`src/rtl/mem_arbiter_pkg.sv`:
```
// Shared types and defaults for the two-requester memory arbiter.
//   state_t   : arbiter FSM encoding (IDLE, ACCESS, RESP)
//   DEF_DW/AW : default data / address widths
package mem_arbiter_pkg;

    localparam int DEF_DW = 16;
    localparam int DEF_AW = 8;

    typedef enum logic [1:0] {
        IDLE   = 2'd0,
        ACCESS = 2'd1,
        RESP   = 2'd2
    } state_t;

endpackage

```
`src/rtl/mem_arbiter_rr_picker2.sv`:
```
// Two-way round-robin picker.
//   req0, req1 : request levels
//   last       : index granted most recently
//   winner     : index of the selected requester (meaningful when valid)
//   valid      : at least one request present
module rr_picker2 (
    input  logic req0,
    input  logic req1,
    input  logic last,
    output logic winner,
    output logic valid
);

    always_comb begin
        valid  = req0 | req1;
        // Under contention the one not served last goes; otherwise whoever asks.
        if (req0 && req1) begin
            winner = ~last;
        end else begin
            winner = req1;
        end
    end

endmodule

```
`src/rtl/mem_arbiter.sv`:
```
// Two-requester memory arbiter with a fixed 3-cycle IDLE/ACCESS/RESP sequence.
//   clock, reset          : clock, asynchronous active-high reset
//   req*/we*/addr*/wdata* : requester command inputs, sampled only in IDLE
//   done0/done1           : one-cycle completion pulse in RESP for the winner
//   rdata                 : registered read result, updated only by reads
//   busy                  : FSM not in IDLE
//   mem_re/mem_we         : memory strobes, only ever high in ACCESS
//   mem_addr/mem_wdata    : memory address / write data, held outside ACCESS
//   mem_rdata             : combinational memory read data
module mem_arbiter
    import mem_arbiter_pkg::*;
#(
    parameter int DW = DEF_DW,
    parameter int AW = DEF_AW
) (
    input  logic          clock,
    input  logic          reset,
    input  logic          req0,
    input  logic          req1,
    input  logic          we0,
    input  logic          we1,
    input  logic [AW-1:0] addr0,
    input  logic [AW-1:0] addr1,
    input  logic [DW-1:0] wdata0,
    input  logic [DW-1:0] wdata1,
    output logic          done0,
    output logic          done1,
    output logic [DW-1:0] rdata,
    output logic          busy,
    output logic          mem_re,
    output logic          mem_we,
    output logic [AW-1:0] mem_addr,
    output logic [DW-1:0] mem_wdata,
    input  logic [DW-1:0] mem_rdata
);

    state_t        state_q, state_d;
    logic          last_q, last_d;
    logic          lat_idx_q, lat_idx_d;
    logic          lat_we_q, lat_we_d;
    logic [AW-1:0] lat_addr_q, lat_addr_d;
    logic [DW-1:0] lat_wdata_q, lat_wdata_d;
    logic [DW-1:0] rdata_q, rdata_d;
    logic [DW-1:0] mem_wdata_q, mem_wdata_d;

    logic pick_idx;
    logic pick_vld;

    rr_picker2 u_pick (
        .req0   (req0),
        .req1   (req1),
        .last   (last_q),
        .winner (pick_idx),
        .valid  (pick_vld)
    );

    always_comb begin
        state_d     = state_q;
        last_d      = last_q;
        lat_idx_d   = lat_idx_q;
        lat_we_d    = lat_we_q;
        lat_addr_d  = lat_addr_q;
        lat_wdata_d = lat_wdata_q;
        rdata_d     = rdata_q;
        mem_wdata_d = mem_wdata_q;
        case (state_q)
            IDLE: begin
                if (pick_vld) begin
                    state_d     = ACCESS;
                    last_d      = pick_idx;
                    lat_idx_d   = pick_idx;
                    lat_we_d    = pick_idx ? we1    : we0;
                    lat_addr_d  = pick_idx ? addr1  : addr0;
                    lat_wdata_d = pick_idx ? wdata1 : wdata0;
                end
            end
            ACCESS: begin
                state_d = RESP;
                // Remember the last driven write data so the bus value holds after ACCESS.
                if (lat_we_q) begin
                    mem_wdata_d = lat_wdata_q;
                end else begin
                    rdata_d = mem_rdata;
                end
            end
            RESP: begin
                state_d = IDLE;
            end
            default: begin
                state_d = IDLE;
            end
        endcase
    end

    always_ff @(posedge clock or posedge reset) begin
        if (reset) begin
            state_q     <= IDLE;
            last_q      <= 1'b1;
            lat_idx_q   <= 1'b0;
            lat_we_q    <= 1'b0;
            lat_addr_q  <= '0;
            lat_wdata_q <= '0;
            rdata_q     <= '0;
            mem_wdata_q <= '0;
        end else begin
            state_q     <= state_d;
            last_q      <= last_d;
            lat_idx_q   <= lat_idx_d;
            lat_we_q    <= lat_we_d;
            lat_addr_q  <= lat_addr_d;
            lat_wdata_q <= lat_wdata_d;
            rdata_q     <= rdata_d;
            mem_wdata_q <= mem_wdata_d;
        end
    end

    // All outputs decode from registered state, so reset takes effect at once.
    assign busy      = (state_q != IDLE);
    assign mem_we    = (state_q == ACCESS) &&  lat_we_q;
    assign mem_re    = (state_q == ACCESS) && !lat_we_q;
    // Latched address only changes on a new win, so it holds between accesses.
    assign mem_addr  = lat_addr_q;
    assign mem_wdata = mem_we ? lat_wdata_q : mem_wdata_q;
    assign done0     = (state_q == RESP) && !lat_idx_q;
    assign done1     = (state_q == RESP) &&  lat_idx_q;
    assign rdata     = rdata_q;

endmodule

```
`config.mk`:
```
export PLATFORM = sky130hd
export DESIGN_NAME = mem_arbiter
export DESIGN_NICKNAME = d
export VERILOG_FILES = /design/src/rtl/mem_arbiter_pkg.sv /design/src/rtl/mem_arbiter_rr_picker2.sv /design/src/rtl/mem_arbiter.sv
export SDC_FILE = /design/constraint.sdc
export NUM_CORES = 1
export LEC_CHECK = 0
export ABC_CLOCK_PERIOD_IN_PS = 3200
export BUFFER_PORTS_ARGS = -buffer_cell sky130_fd_sc_hd__buf_2
export CORE_MARGIN = 1
export CORE_UTILIZATION = 40
export CTS_BUF_LIST = sky130_fd_sc_hd__clkbuf_2
export DETAILED_ROUTE_END_ITERATION = 8
export GPL_TIMING_DRIVEN = 0
export PLACE_DENSITY = 0.68
export SLEW_MARGIN = 20
export SYNTH_ARGS = -nofsm -noshare
export SYNTH_HDL_FRONTEND = slang
export SYNTH_HIERARCHICAL = 1
export SYNTH_SLANG_ARGS = --single-unit
```
`constraint.sdc`:
```
create_clock -name clock -period 3.2 [get_ports clock]
set_input_delay 0.64 -clock clock [delete_from_list [all_inputs] [get_ports clock]]
set_output_delay 0.64 -clock clock [all_outputs]
set_load 0.03 [all_outputs]
```
==> results of run 1 <==
## stage by stage
step / cells / hold WS [ns] / utilization (%) / setup slack [ns] / power (mW)
finish: 408 / 0.405 / 53.1 / 0.544 / 3.81
global route: 408 / 0.344 / 53.1 / 0.374 / 4.07
CTS: 408 / 0.357 / 53.1 / 0.449 / 3.88
detailed placement: 393 / 0.471 / 52.0 / 0.965 / 3.52
global placement: 392 / 0.464 / 51.5 / 0.259 / 3.47
floorplan: 182 / 0.474 / - / 1.05 / 2.97
## sequential cells by signal (all words and copies together) (netlist names)
name	count
lat_wdata_q	16
mem_wdata_q	16
rdata	16
mem_addr	8
state_q	2
last_q	1
lat_idx_q	1
lat_we_q	1
## layer usage
metal,wire length (um),GRT usage (%),vias up
met5,0,0,-
met4,78,7.73,0
met3,362,5.00,9
met2,2470,25.6,81
met1,2500,19.3,889
li1,-,-,914
## layout make-up
cell class | instances | area [sq um]
inverter | 2 | 10.0
buffer | 10 | 71.3
clock buffer | 11 | 55.1
sequential | 61 | 1530
fill | 613 | 3180
multi-input combinational | 109 | 1200
tap | 96 | 120
clock inverter | 3 | 15.0
timing repair buffer | 116 | 608
## cells by family after synthesis
kind of cell | after synthesis | share of synthesized area [%]
AOI/OAI and AO/OA | 1 | 0.267
DFF | 61 | 54.4
buffers and inverters | 12 | 2.81
and+or+nand+nor | 8 | 2.45
muxes | 100 | 40.1
## power by group
group	switching (mW)	internal, mW
combinational	1.16	0.919
sequential	0.210	1.17
clock	0.250	0.0972
total	1.62	2.19
## critical path, cell delays in order (launching register included)
cell                       delay (ns)
sky130_fd_sc_hd__dfrtp_1         0.50
sky130_fd_sc_hd__nand3b_1        0.28
sky130_fd_sc_hd__buf_4           0.26
sky130_fd_sc_hd__mux2_2          0.35
sky130_fd_sc_hd__buf_2           0.18
## how the worst max path moves through the flow
stage / start / to / slack [ns] / depth (start not counted)
finish: state_q[1] / mem_wdata[8] / 0.54 / 4
global route: state_q[1] / mem_wdata[8] / 0.37 / 4
CTS: state_q[1] / mem_wdata[11] / 0.45 / 4
detailed placement: req1 / lat_wdata_q[10] / 0.97 / 6
global placement: reset / mem_addr[6] / 0.26 / 2
floorplan: reset / lat_idx_q / 1.05 / 1
## layout by cell type (no fill, tap or decap)
cell                            count
sky130_fd_sc_hd__nand3b_1           1
sky130_fd_sc_hd__nor3b_4            1
sky130_fd_sc_hd__buf_16             1
sky130_fd_sc_hd__mux2_2            91
sky130_fd_sc_hd__nor3b_1            2
sky130_fd_sc_hd__inv_4              1
sky130_fd_sc_hd__buf_6              1
sky130_fd_sc_hd__and3b_1            1
sky130_fd_sc_hd__dfstp_2            1
sky130_fd_sc_hd__or2_1              1
sky130_fd_sc_hd__clkinv_2           3
sky130_fd_sc_hd__clkbuf_2          11
sky130_fd_sc_hd__buf_2            117
sky130_fd_sc_hd__nor2b_1            1
sky130_fd_sc_hd__mux2_1             9
sky130_fd_sc_hd__inv_1              1
sky130_fd_sc_hd__dlygate4sd3_1      1
sky130_fd_sc_hd__or2_2              1
sky130_fd_sc_hd__a21boi_1           1
sky130_fd_sc_hd__dfrtp_1           60
sky130_fd_sc_hd__buf_4              6
==> summary by stage, run 1 <==
Run status
The flow ran to the end, and the final reports show no timing, DRC or antenna violations.

Global route
The initial antenna violation count is 0. Across every metal layer, demand over resource in global routing totals 15.8%. The largest net degree at the start of global routing is 59. The number of global-route vias before repair is 1842. The first-pass GRT wire length is 8.71 mm. For this run the aggregate overflow at the end of global routing stands at 0.

CTS
The number of gates resized after CTS was 0. The CTS clock-pin slew for the worst setup and hold paths is approximately 0.15 ns. After clock tree synthesis, the setup repair step added 0 buffers. The clock sink total is 61. The number of hold-repair buffers added at the cts stage is 1. The clock root buffer is sky130_fd_sc_hd__clkbuf_2.

Counting the buffers created by CTS gives 9. The number of buffers on the longest clock path is 2. TritonCTS built the clock tree. The H-tree level count is 3.

The clock reaches the later pin of the worst-skew pair after 0.44 ns.

Yosys
The leading cell type by number of instances after synthesis is sky130_fd_sc_hd__mux2_2. The number of synthesized flops with an enable pin is 0. Sorting the synthesized cells by area gives the leading types as sky130_fd_sc_hd__dfrtp_1 53%, sky130_fd_sc_hd__mux2_2 36%, sky130_fd_sc_hd__mux2_1 3.6%. After synthesis the cells add up to 0.00281 sq mm. The prevailing post-synth register cell is sky130_fd_sc_hd__dfrtp_1. After synthesis, the netlist uses 16 different library cells. The commonest cells after synthesis are 91 x sky130_fd_sc_hd__mux2_2, 60 x sky130_fd_sc_hd__dfrtp_1, 9 x sky130_fd_sc_hd__mux2_1, 6 x sky130_fd_sc_hd__buf_4, 3 x sky130_fd_sc_hd__buf_2. The async set or reset register ratio after synthesis is 100%.

The number of synthesized register bits is 61. Of all cell types, the one taking the most synthesized area is sky130_fd_sc_hd__dfrtp_1. The number of synthesis warnings is 6. When the netlist entered floorplanning its net count stood at 252. The fraction of synthesized cell area taken by the top area cell type is 53.5%. A synthesized cell averages 15.4 sq um. The fraction of the yosys area taken by sequential cells is around 54%. In the synthesized netlist, the number of instances is 182.

Layout
Compared with the post-synthesis result, the final layout area differs by 28.5%. The total number of nets in the final design is 379. The finished cells cover 0.00361 sq mm.

The number of antenna repair diodes is 0. The share of final-layout standard cells stronger than drive strength 1 is around three quarters.

Pwr
The worst-case IR drop observed on VDD is 0.437 mV. In this run the power density over the cells is 1060 mW/mm^2. For this design the static power due to leakage is 1.74 nW.

Place
The area of placed instances is 0.00353 sq mm. Input and output buffers added on the ports amount to 114. The HPWL after detailed placement is 3.88 mm.

The routability congestion estimate from global placement is 0.635.

Min path
The worst hold path belongs to the class in2reg. In this run the most critical hold path is launched from mem_rdata[3]. The end point of the worst hold path is rdata[3].

The cell depth of the worst min-delay path is 2.

Route
After detailed routing, the average wire length per cell comes to 13.2 um. The detail route stage leaves a number of antenna-violating nets equal to 0. The via total after detailed routing is 1893. The violation count after the first detailed-route iteration is 23. The post-route DRC violation count is 0. Using the TritonRoute via totals, the vias-per-cell ratio works out to 4.64.

The number of iterations in the first detailed-routing pass is 3. For this block, the routed nets add up to roughly 5.4 mm of wire.

Critical path
The startpoint type of the worst setup path is a flip-flop. The data arrival time of the critical path is 2.02 ns. Data on the critical path is required at its endpoint by about 2.6 ns. The worst register-to-register path has a depth of 5. In this run the critical register-to-register path is captured at lat_we_q. The endpoint class of the critical path is an output port.

The maximum net fanout on the critical path is 10. The critical path is of the reg2out type. In this run the register-to-register setup slack is 1.38 ns. In this run the critical register-to-register path is launched from last_q.

Floorplanning
115 I/O pins were placed. The initial utilization of the core area, before any placement, comes to 41.3%. The die is 85.8 um tall.

The floorplan die area is ~0.0074 sq mm. The number of placement rows is 30. The core area is 0.00679 sq mm.

The horizontal die dimension is roughly 86 um.

STA
Derived from the worst setup path, the maximum achievable clock frequency is about 380 MHz. In this run the tightest slew margin relative to its limit is 70.1%. The post-route fraction of the period consumed by the critical path is 83.0%.

The final max-slew violation count is 0. Setup repair after global routing left no endpoint under its margin. The clock skew after layout is about 0.012 ns. The final number of setup-violating endpoints is 0. The final-report hold violation count was 0. The aggregate negative setup slack is 0 ns. For the pin with the worst max-slew slack, the measured transition is 0.447 ns. The final critical delay including setup and external delays is 2.66 ns.

Job
Across the run, the number of max-cap violations was 0.
Note: power is estimated with default switching activity, not from simulation.
==> run 2: changes to the inputs <==
--- a/config.mk
+++ b/config.mk
@@ -5,7 +5,8 @@
 export SDC_FILE = /design/constraint.sdc
 export NUM_CORES = 1
 export LEC_CHECK = 0
-export ABC_CLOCK_PERIOD_IN_PS = 3200
+export ABC_AREA = 1
+export ABC_CLOCK_PERIOD_IN_PS = 2700
 export BUFFER_PORTS_ARGS = -buffer_cell sky130_fd_sc_hd__buf_2
 export CORE_MARGIN = 1
 export CORE_UTILIZATION = 40
==> constraint.sdc (replaced) <==
create_clock -name clock -period 2.7 [get_ports clock]
set_input_delay 0.54 -clock clock [delete_from_list [all_inputs] [get_ports clock]]
set_output_delay 0.54 -clock clock [all_outputs]
set_load 0.03 [all_outputs]
==> run 2 against run 1 <==
  * Utilization about the same
  * Global-route usage rose by 3.7 points
  * Synthesized cell count rose by 99%
  * Combinational power up 7%
  * Power increased by 13%
==> summary by stage, run 2 <==
STA
The aggregate negative setup slack is 0 ns (unchanged). The final-report hold violation count was 0 (unchanged). The worst path uses between 80% and 90% of the clock period. The final max-slew violation count is 0 (unchanged).

Derived from the worst setup path, the maximum achievable clock frequency is 414 MHz. The tightest slew margin relative to the limit is 60.8% (was 70.1%). Unrepaired setup endpoints after global routing: false (unchanged). The worst path in the final design needs a cycle of 2.42 ns, including I/O delays and setup.

The slew of the pin with the lowest slew margin is 0.588 ns (was 0.447 ns). The final worst setup slack is 0.285 ns (was 0.544 ns). The clock skew after layout is 0.0152 ns (was 0.0121 ns). The final hold slack is 0.307 ns (was 0.405 ns).

The final number of setup-violating endpoints is 0 (unchanged).

Layout
The layout-stage area growth over the synthesis result is 28.9% (was 28.5%). The area taken by multi-input logic gates is 0.00112 sq mm (was 0.00120 sq mm). The most common cell after layout, fill and taps aside is sky130_fd_sc_hd__nand2_1 (was sky130_fd_sc_hd__buf_2). The register area was 0.00153 sq mm (unchanged). The cell area after layout is 0.00359 sq mm (was 0.00361 sq mm). The total number of nets in the final design is 559 (was 379). The share of final-layout standard cells stronger than drive strength 1 was 30.8% (was 75.0%). The number of filler instances in the final layout was 692 (was 613). Commonest non-fill, non-tap cells in the layout: 250 x sky130_fd_sc_hd__nand2_1, 118 x sky130_fd_sc_hd__buf_2, 60 x sky130_fd_sc_hd__dfrtp_1 (was 117 x sky130_fd_sc_hd__buf_2, 91 x sky130_fd_sc_hd__mux2_2, 60 x sky130_fd_sc_hd__dfrtp_1). The number of antenna repair diodes was 0 (unchanged).

Yosys
The largest area contributor in the synthesized netlist was sky130_fd_sc_hd__dfrtp_1 (unchanged). The number of synthesized flops with an enable pin is 0 (unchanged). The number of cells produced by synthesis is 362 (was 182).

The number of synthesized register bits is 61 (unchanged). The number of distinct library cells after synthesis is 21 (was 16). The per-instance average area after synthesis is 7.70 sq um (was 15.4 sq um).

The fraction of synthesized cell area taken by the top area cell type came to 53.9% (was 53.5%). The synthesized netlist net count is 432 (was 252). The async set or reset register ratio after synthesis is 100% (unchanged). The number of synthesis warnings is 6 (unchanged). The netlist area before placement is 0.00279 sq mm (was 0.00281 sq mm).

The fraction of the yosys area taken by sequential cells is 54.8% (was 54.4%). The leading cell type by number of instances after synthesis is sky130_fd_sc_hd__nand2_1 (was sky130_fd_sc_hd__mux2_2). Most numerous cell types in the synthesized netlist: 250 x sky130_fd_sc_hd__nand2_1, 60 x sky130_fd_sc_hd__dfrtp_1, 17 x sky130_fd_sc_hd__nand3_1 (was 91 x sky130_fd_sc_hd__mux2_2, 60 x sky130_fd_sc_hd__dfrtp_1, 9 x sky130_fd_sc_hd__mux2_1, 6 x sky130_fd_sc_hd__buf_4, 3 x sky130_fd_sc_hd__buf_2). Biggest area contributors in the synthesized netlist: sky130_fd_sc_hd__dfrtp_1 54%, sky130_fd_sc_hd__nand2_1 34%, sky130_fd_sc_hd__nand3_1 3.1% (was sky130_fd_sc_hd__dfrtp_1 53%, sky130_fd_sc_hd__mux2_2 36%, sky130_fd_sc_hd__mux2_1 3.6%). The prevailing post-synth register cell is sky130_fd_sc_hd__dfrtp_1 (unchanged).

CTS
The clock root buffer is sky130_fd_sc_hd__clkbuf_2 (unchanged). The H-tree level count is 3 (unchanged). The number of buffers inserted during clock tree synthesis is 9 (unchanged). The clock sink total came to 61 (unchanged). The source-to-sink clock delay at the later pin of the worst-skew pair came to 0.45 ns (was 0.44 ns). The TritonCTS clock tree is built (unchanged). The number of setup buffers added after CTS came to 0 (unchanged). The CTS clock-pin slew for the worst setup and hold paths is 0.16 ns (was 0.15 ns). The number of buffers on the longest clock path is 2 (unchanged).

Global route
The fraction of met3 tracks used by global routing is 3.70% (was 5.00%). The initial antenna violation count is 0 (unchanged). The routing layer with the top usage in global route is met2 (unchanged). The number of global-route vias before repair came to 2422 (was 1842). The global routing usage summed across all routing layers is 19.5% (was 15.8%). The largest net degree at the start of global routing is 36 (was 59). The remaining global-route overflow came to 0 (unchanged).

The first-pass GRT wire length is 11.0 mm (was 8.71 mm). The met2 demand-to-capacity share in global routing is 30.7% (was 25.6%). The global routing usage on met1 is 26.2% (was 19.3%).

Floorplanning
The floorplan die area is 0.00730 sq mm (was 0.00736 sq mm). The number of I/O pins is 115 (unchanged). The height of the die came to 85.5 um (was 85.8 um).

The horizontal die dimension was 85.5 um (was 85.8 um). The initial cell density of the core is 41.2% (was 41.3%). The number of placement rows came to 30 (unchanged).

The core area is 0.00676 sq mm (was 0.00679 sq mm).

Pwr
The leakage component of the power is 2.28 nW (was 1.74 nW). The power after layout is 4.29 mW (was 3.81 mW). The power density over cell area is 1190 mW/mm^2 (was 1060 mW/mm^2). The highest ir drop seen on vdd is 0.502 mV (was 0.437 mV).

Critical path
The endpoint class of the critical path was an output port (unchanged). The maximum net fanout on the critical path is 10 (unchanged). The data required time at the worst endpoint came to 2.16 ns (was 2.56 ns). The critical path class is reg2out (unchanged).

The data arrival time of the critical path was 1.88 ns (was 2.02 ns). The startpoint type of the worst setup path is a flip-flop (unchanged).

Route
The residual antenna-violating net count after detailed routing came to 0 (unchanged). The number of vias per cell after detailed routing was 4.56 (was 4.64). The number of iterations in the first detailed-routing pass is 5 (was 3).

The via total after detailed routing is 2616 (was 1893). The violation count after the first detailed-route iteration is 140 (was 23). The detailed-route wire length came to 6.63 mm (was 5.40 mm). The post-route DRC violation count was 0 (unchanged). The average routed wire per standard cell is 11.6 um (was 13.2 um).

Job
The max-capacitance violation count is 0 (unchanged).

Run status
Outcome: complete, no violations (unchanged).

Min path
The worst hold path class was in2reg (unchanged).

Place
The area of placed instances is 0.00348 sq mm (was 0.00353 sq mm). The worst setup timing slack at the placement stage is 0.784 ns (was 0.965 ns). The routability congestion estimate from global placement is 0.738 (was 0.635). The detailed placer's ending HPWL is 4.97 mm (was 3.88 mm). The count of buffers inserted at the top-level ports is 114 (unchanged).
run 2: cell types whose count changed after synthesis, sizes merged, moves of 3 or more:
cell / before / now
nand2: 0 / 253
mux2: 100 / 0
nand3: 0 / 18
inv: 2 / 8
buf: 10 / 14
nor2: 0 / 3
nor3b: 3 / 0
run 2: final timing paths:
| kind | start | to | slack (ns) | cells after the start |
|---|---|---|---|---|
| worst max-delay path | state_q[1] | mem_wdata[7] | 0.28 | 7 |
| worst min-delay path | mem_rdata[11] | rdata[11] | 0.31 | 3 |
| worst max register to register | last_q | mem_addr[7] | 1.08 | 7 |
| worst min register to register | last_q | last_q | 0.48 | 2 |
| max in group asynchronous | reset | last_q | 1.56 | 4 |
| min in group asynchronous | reset | rdata[14] | 0.59 | 3 |
run 2: kinds of logic after synthesis:
family / after synthesis / synth area share [%]
flip-flops: 61 / 54.8
AO/OA/AOI/OAI: 1 / 0.179
buffers and inverters: 23 / 4.89
AND/OR/NAND/NOR: 277 / 40.1
run 2: final cells by class:
| type | count | share of cell area, % |
|---|---|---|
| clock inverters | 7 | 1.57 |
| well taps | 80 | 2.79 |
| clock buffers | 9 | 1.25 |
| inverters | 9 | 1.01 |
| multi-input cells | 278 | 31.3 |
| repair buffers | 116 | 16.7 |
| flip-flops and latches | 61 | 42.5 |
| plain buffers | 14 | 2.86 |
run 2: what timing repair did:
item,CTS,global route
endpoints found under the hold margin,3,0
hold buffers,1,0
gates resized for setup,0,0
run 2: stage by stage:
| step | utilization, % | std cells |
|---|---|---|
| global placement | 51.2 | 556 |
| detailed placement | 51.5 | 557 |
| floorplan | - | 362 |
| finish | 53.1 | 574 |
| CTS | 53.1 | 574 |
| global route | 53.1 | 574 |
run 2: layer usage:
layer | routed length, um | share of wire, %
met5 | 0 | 0
met4 | 58 | 0.87
met3 | 274 | 4.1
met2 | 3160 | 48
met1 | 3140 | 47
run 2: where the power goes:
group	total (mW)	switching, mW	internal (mW)	leakage (nW)
sequential	1.54	0.207	1.33	0.763
clock	0.517	0.317	0.201	0.0679
combinational	2.23	1.56	0.671	1.45
run 2: critical path, cell delays in order, from the launching register on:
cell and delay [ns]:
sky130_fd_sc_hd__dfrtp_1 0.49, sky130_fd_sc_hd__inv_2 0.13, sky130_fd_sc_hd__nand3_4 0.12, sky130_fd_sc_hd__inv_2 0.18, sky130_fd_sc_hd__buf_6 0.17, sky130_fd_sc_hd__nand2_1 0.07, sky130_fd_sc_hd__nand2_1 0.07, sky130_fd_sc_hd__buf_2 0.19
==> run 3: changes to the inputs <==
--- a/config.mk
+++ b/config.mk
@@ -6,14 +6,15 @@
 export NUM_CORES = 1
 export LEC_CHECK = 0
 export ABC_AREA = 1
-export ABC_CLOCK_PERIOD_IN_PS = 2700
+export ABC_CLOCK_PERIOD_IN_PS = 2000
 export BUFFER_PORTS_ARGS = -buffer_cell sky130_fd_sc_hd__buf_2
-export CORE_MARGIN = 1
+export CORE_MARGIN = 3
 export CORE_UTILIZATION = 40
 export CTS_BUF_LIST = sky130_fd_sc_hd__clkbuf_2
+export CTS_CLUSTER_DIAMETER = 150
 export DETAILED_ROUTE_END_ITERATION = 8
 export GPL_TIMING_DRIVEN = 0
-export PLACE_DENSITY = 0.68
+export PLACE_DENSITY = 0.71
 export SLEW_MARGIN = 20
 export SYNTH_ARGS = -nofsm -noshare
 export SYNTH_HDL_FRONTEND = slang
==> constraint.sdc (replaced) <==
create_clock -name clock -period 2 [get_ports clock]
set_input_delay 0.4 -clock clock [delete_from_list [all_inputs] [get_ports clock]]
set_output_delay 0.4 -clock clock [all_outputs]
set_load 0.03 [all_outputs]
==> run 3 against run 2 <==
  * The run now ends with negative setup slack left
  * Critical path depth unchanged
  * Die area up 9.6%
  * Flip-flop and latch count unchanged
  * Final cell count up 1.6%
  * Via count up 1.3%
  * Clock-buffer cell count up 2
  * Cell area up 9.8%
  * Setup slack worse by 0.29 ns
  * Power up 50%
  * First-iteration DRC count down 21%
  * Wire length up 11%
  * Register-to-register slack worse by 0.69 ns
  * Critical path type unchanged
  * Highest routed layer unchanged
==> summary by stage, run 3 (synthesized netlist as in run 2, its figures left out) <==
Floorplanning
The number of placement rows came to 29 (was 30). The height of the die is 89.5 um (was 85.5 um). The horizontal die dimension is 89.5 um (was 85.5 um). The initial cell density of the core is 42.7% (was 41.2%). The number of I/O pins was 115 (unchanged). The floorplan die area was 0.00800 sq mm (was 0.00730 sq mm). The core area is 0.00653 sq mm (was 0.00676 sq mm).

Layout
The core utilization of the finished layout is 60.3% (was 53.1%). The register area came to 0.00153 sq mm (about the same). The layout-stage area growth over the synthesis result is 41.4% (was 28.9%). The area taken by multi-input logic gates was 0.00122 sq mm (was 0.00112 sq mm). Commonest non-fill, non-tap cells in the layout: 218 x sky130_fd_sc_hd__nand2_1, 100 x sky130_fd_sc_hd__buf_2, 58 x sky130_fd_sc_hd__dfrtp_1 (was 250 x sky130_fd_sc_hd__nand2_1, 118 x sky130_fd_sc_hd__buf_2, 60 x sky130_fd_sc_hd__dfrtp_1). The total number of nets in the final design was 571 (was 559). The most common cell after layout, fill and taps aside was sky130_fd_sc_hd__nand2_1 (unchanged).

The number of filler instances in the final layout is 631 (was 692). The share of final-layout standard cells stronger than drive strength 1 came to 39.9% (was 30.8%). The number of antenna repair diodes came to 0 (unchanged).

CTS
The number of buffers on the longest clock path was 2 (unchanged). The TritonCTS clock tree is built (unchanged). The clock sink total came to 61 (unchanged).

The CTS clock-pin slew for the worst setup and hold paths was 0.18 ns (was 0.16 ns). The H-tree level count is 3 (unchanged). The number of buffers inserted during clock tree synthesis was 9 (unchanged). The source-to-sink clock delay at the later pin of the worst-skew pair came to 0.48 ns (was 0.45 ns).

The clock root buffer was sky130_fd_sc_hd__clkbuf_2 (unchanged).

Global route
The largest net degree at the start of global routing was 43 (was 36). The number of global-route vias before repair is 2537 (was 2422). The global routing usage summed across all routing layers was 18.9% (was 19.5%). The first-pass GRT wire length is 11.4 mm (was 11.0 mm). The remaining global-route overflow is 0 (unchanged). The initial antenna violation count is 0 (unchanged).

STA
The final max-slew violation count is 0 (unchanged). The aggregate negative setup slack was -0.00445 ns (was 0 ns). Unrepaired setup endpoints after global routing: true (was false). The clock skew after layout is 0.0164 ns (was 0.0152 ns). The final-report hold violation count came to 0 (unchanged). The post-route fraction of the period consumed by the critical path is 100%. The worst path in the final design needs a cycle of 2.00 ns, including I/O delays and setup. The slew of the pin with the lowest slew margin is 0.552 ns (was 0.588 ns). The tightest slew margin relative to the limit is 63.2% (was 60.8%). The final worst setup slack came to -0.00445 ns (was 0.285 ns).

The highest attainable clock frequency is between 400 and 500 MHz. The final number of setup-violating endpoints came to 1 (was 0).

Critical path
The endpoint class of the critical path is an output port (unchanged). The largest incremental delay on the critical path was 0.46 ns (was 0.49 ns). The data arrival time of the critical path is 1.60 ns (was 1.88 ns). The cell at the slowest stage of the critical path is sky130_fd_sc_hd__dfrtp_2 (was sky130_fd_sc_hd__dfrtp_1).

The cell that appears most often on the critical path is sky130_fd_sc_hd__nand2_2. The startpoint type of the worst setup path was a flip-flop (unchanged). The launch point of the worst reg-to-reg path is last_q (unchanged). The data required time at the worst endpoint is 1.60 ns (was 2.16 ns).

The launch point of the critical path is state_q[1] (unchanged). The maximum net fanout on the critical path was 6 (was 10). The cell class contributing the biggest share of worst-path delay is flip-flops (was buffers and inverters). The number of buffer and inverter instances along the worst setup path is 4 (unchanged). CP Cell Sequence: inv_4 > nand3_4 > inv_8 > clkbuf_16 > nand2_2 > nand2_2 > buf_6 (was inv_2 > nand3_4 > inv_2 > buf_6 > nand2_1 > nand2_1 > buf_2). The critical path class was reg2out (unchanged).

Run status
Outcome: complete, but fails checks (was complete, no violations). The checks that failed: negative setup slack.

Pwr
The highest ir drop seen on vdd was 0.684 mV (was 0.502 mV). The power density over cell area is 1630 mW/mm^2 (was 1190 mW/mm^2). The leakage component of the power came to 2.41 nW (was 2.28 nW). The power after layout was 6.44 mW (was 4.29 mW).

Route
The number of vias per cell after detailed routing is 4.55 (was 4.56). The average routed wire per standard cell is 12.6 um (was 11.6 um). The via total after detailed routing was 2650 (was 2616). The residual antenna-violating net count after detailed routing came to 0 (unchanged). The post-route DRC violation count is 0 (unchanged). The violation count after the first detailed-route iteration is 110 (was 140). The detailed-route wire length is 7.37 mm (was 6.63 mm). The number of iterations in the first detailed-routing pass is 4 (was 5).

Place
The detailed placer's ending HPWL is 5.26 mm (was 4.97 mm). The count of buffers inserted at the top-level ports came to 114 (unchanged). The routability congestion estimate from global placement is 0.806 (was 0.738).

Min path
The start point of the worst min-delay path is mem_rdata[2] (was mem_rdata[11]). The worst hold path class is in2reg (unchanged).

Job
The max-capacitance violation count came to 0 (unchanged).
[run 3: cell type report]
| cell class | count | area share [%] |
|---|---|---|
| Multi-Input combinational cell | 278 | 30.9 |
| Buffer | 14 | 2.79 |
| Sequential cell | 61 | 38.8 |
| Clock buffer | 11 | 1.40 |
| Tap cell | 77 | 2.44 |
| Clock inverter | 5 | 1.30 |
| Inverter | 9 | 1.21 |
| Timing Repair Buffer | 128 | 21.1 |
[run 3: routing by layer]
metal  up-vias  wire length, um  track usage, %
met5         -                0               0
li1       1372                -               -
met2        70             3650            30.9
met1      1191             3270            23.9
met3        17              283            3.32
met4         0              166            9.88
[run 3: final timing paths]
| path | endpoint | slack, ns | cells after the start |
|---|---|---|---|
| max | mem_wdata[5] | -0.004 | 7 |
| min | rdata[2] | 0.13 | 3 |
| max reg2reg | lat_wdata_q[15] | 0.39 | 7 |
| min reg2reg | last_q | 0.48 | 2 |
| max in group asynchronous | last_q | 1.04 | 4 |
| min in group asynchronous | rdata[15] | 0.38 | 3 |
[run 3: report_power, final]
part | internal (mW) | switching (mW)
registers | 1.80 | 0.306
clock network | 0.291 | 0.442
logic | 1.31 | 2.29
[run 3: worst register-to-register path, stage by stage (launching register included)]
cell,delay (ns)
sky130_fd_sc_hd__dfstp_2,0.40
sky130_fd_sc_hd__a21oi_1,0.12
sky130_fd_sc_hd__buf_2,0.24
sky130_fd_sc_hd__buf_1,0.47
sky130_fd_sc_hd__nand2_1,0.12
sky130_fd_sc_hd__nand2_1,0.11
sky130_fd_sc_hd__nand2_1,0.05
sky130_fd_sc_hd__nand2_1,0.06
[run 3: what timing repair did]
item,CTS,global route
setup buffers,8,3
cloned,0,1
endpoints found under the setup margin,18,19
resized for setup,32,50
hold buffers,1,0
endpoints found under the hold margin,19,0
pin swaps,1,14
[run 3: metrics by stage]
stage	instances	cell area, sq um	hold WS, ns	setup WS (ns)
global route	583	3940	0.101	-0.107
floorplan	362	2790	0.442	0.0886
finish	583	3940	0.130	-0.00445
CTS	579	3750	0.0998	-0.0489
detailed placement	554	3480	0.367	0.207
global placement	553	3450	0.451	-0.618
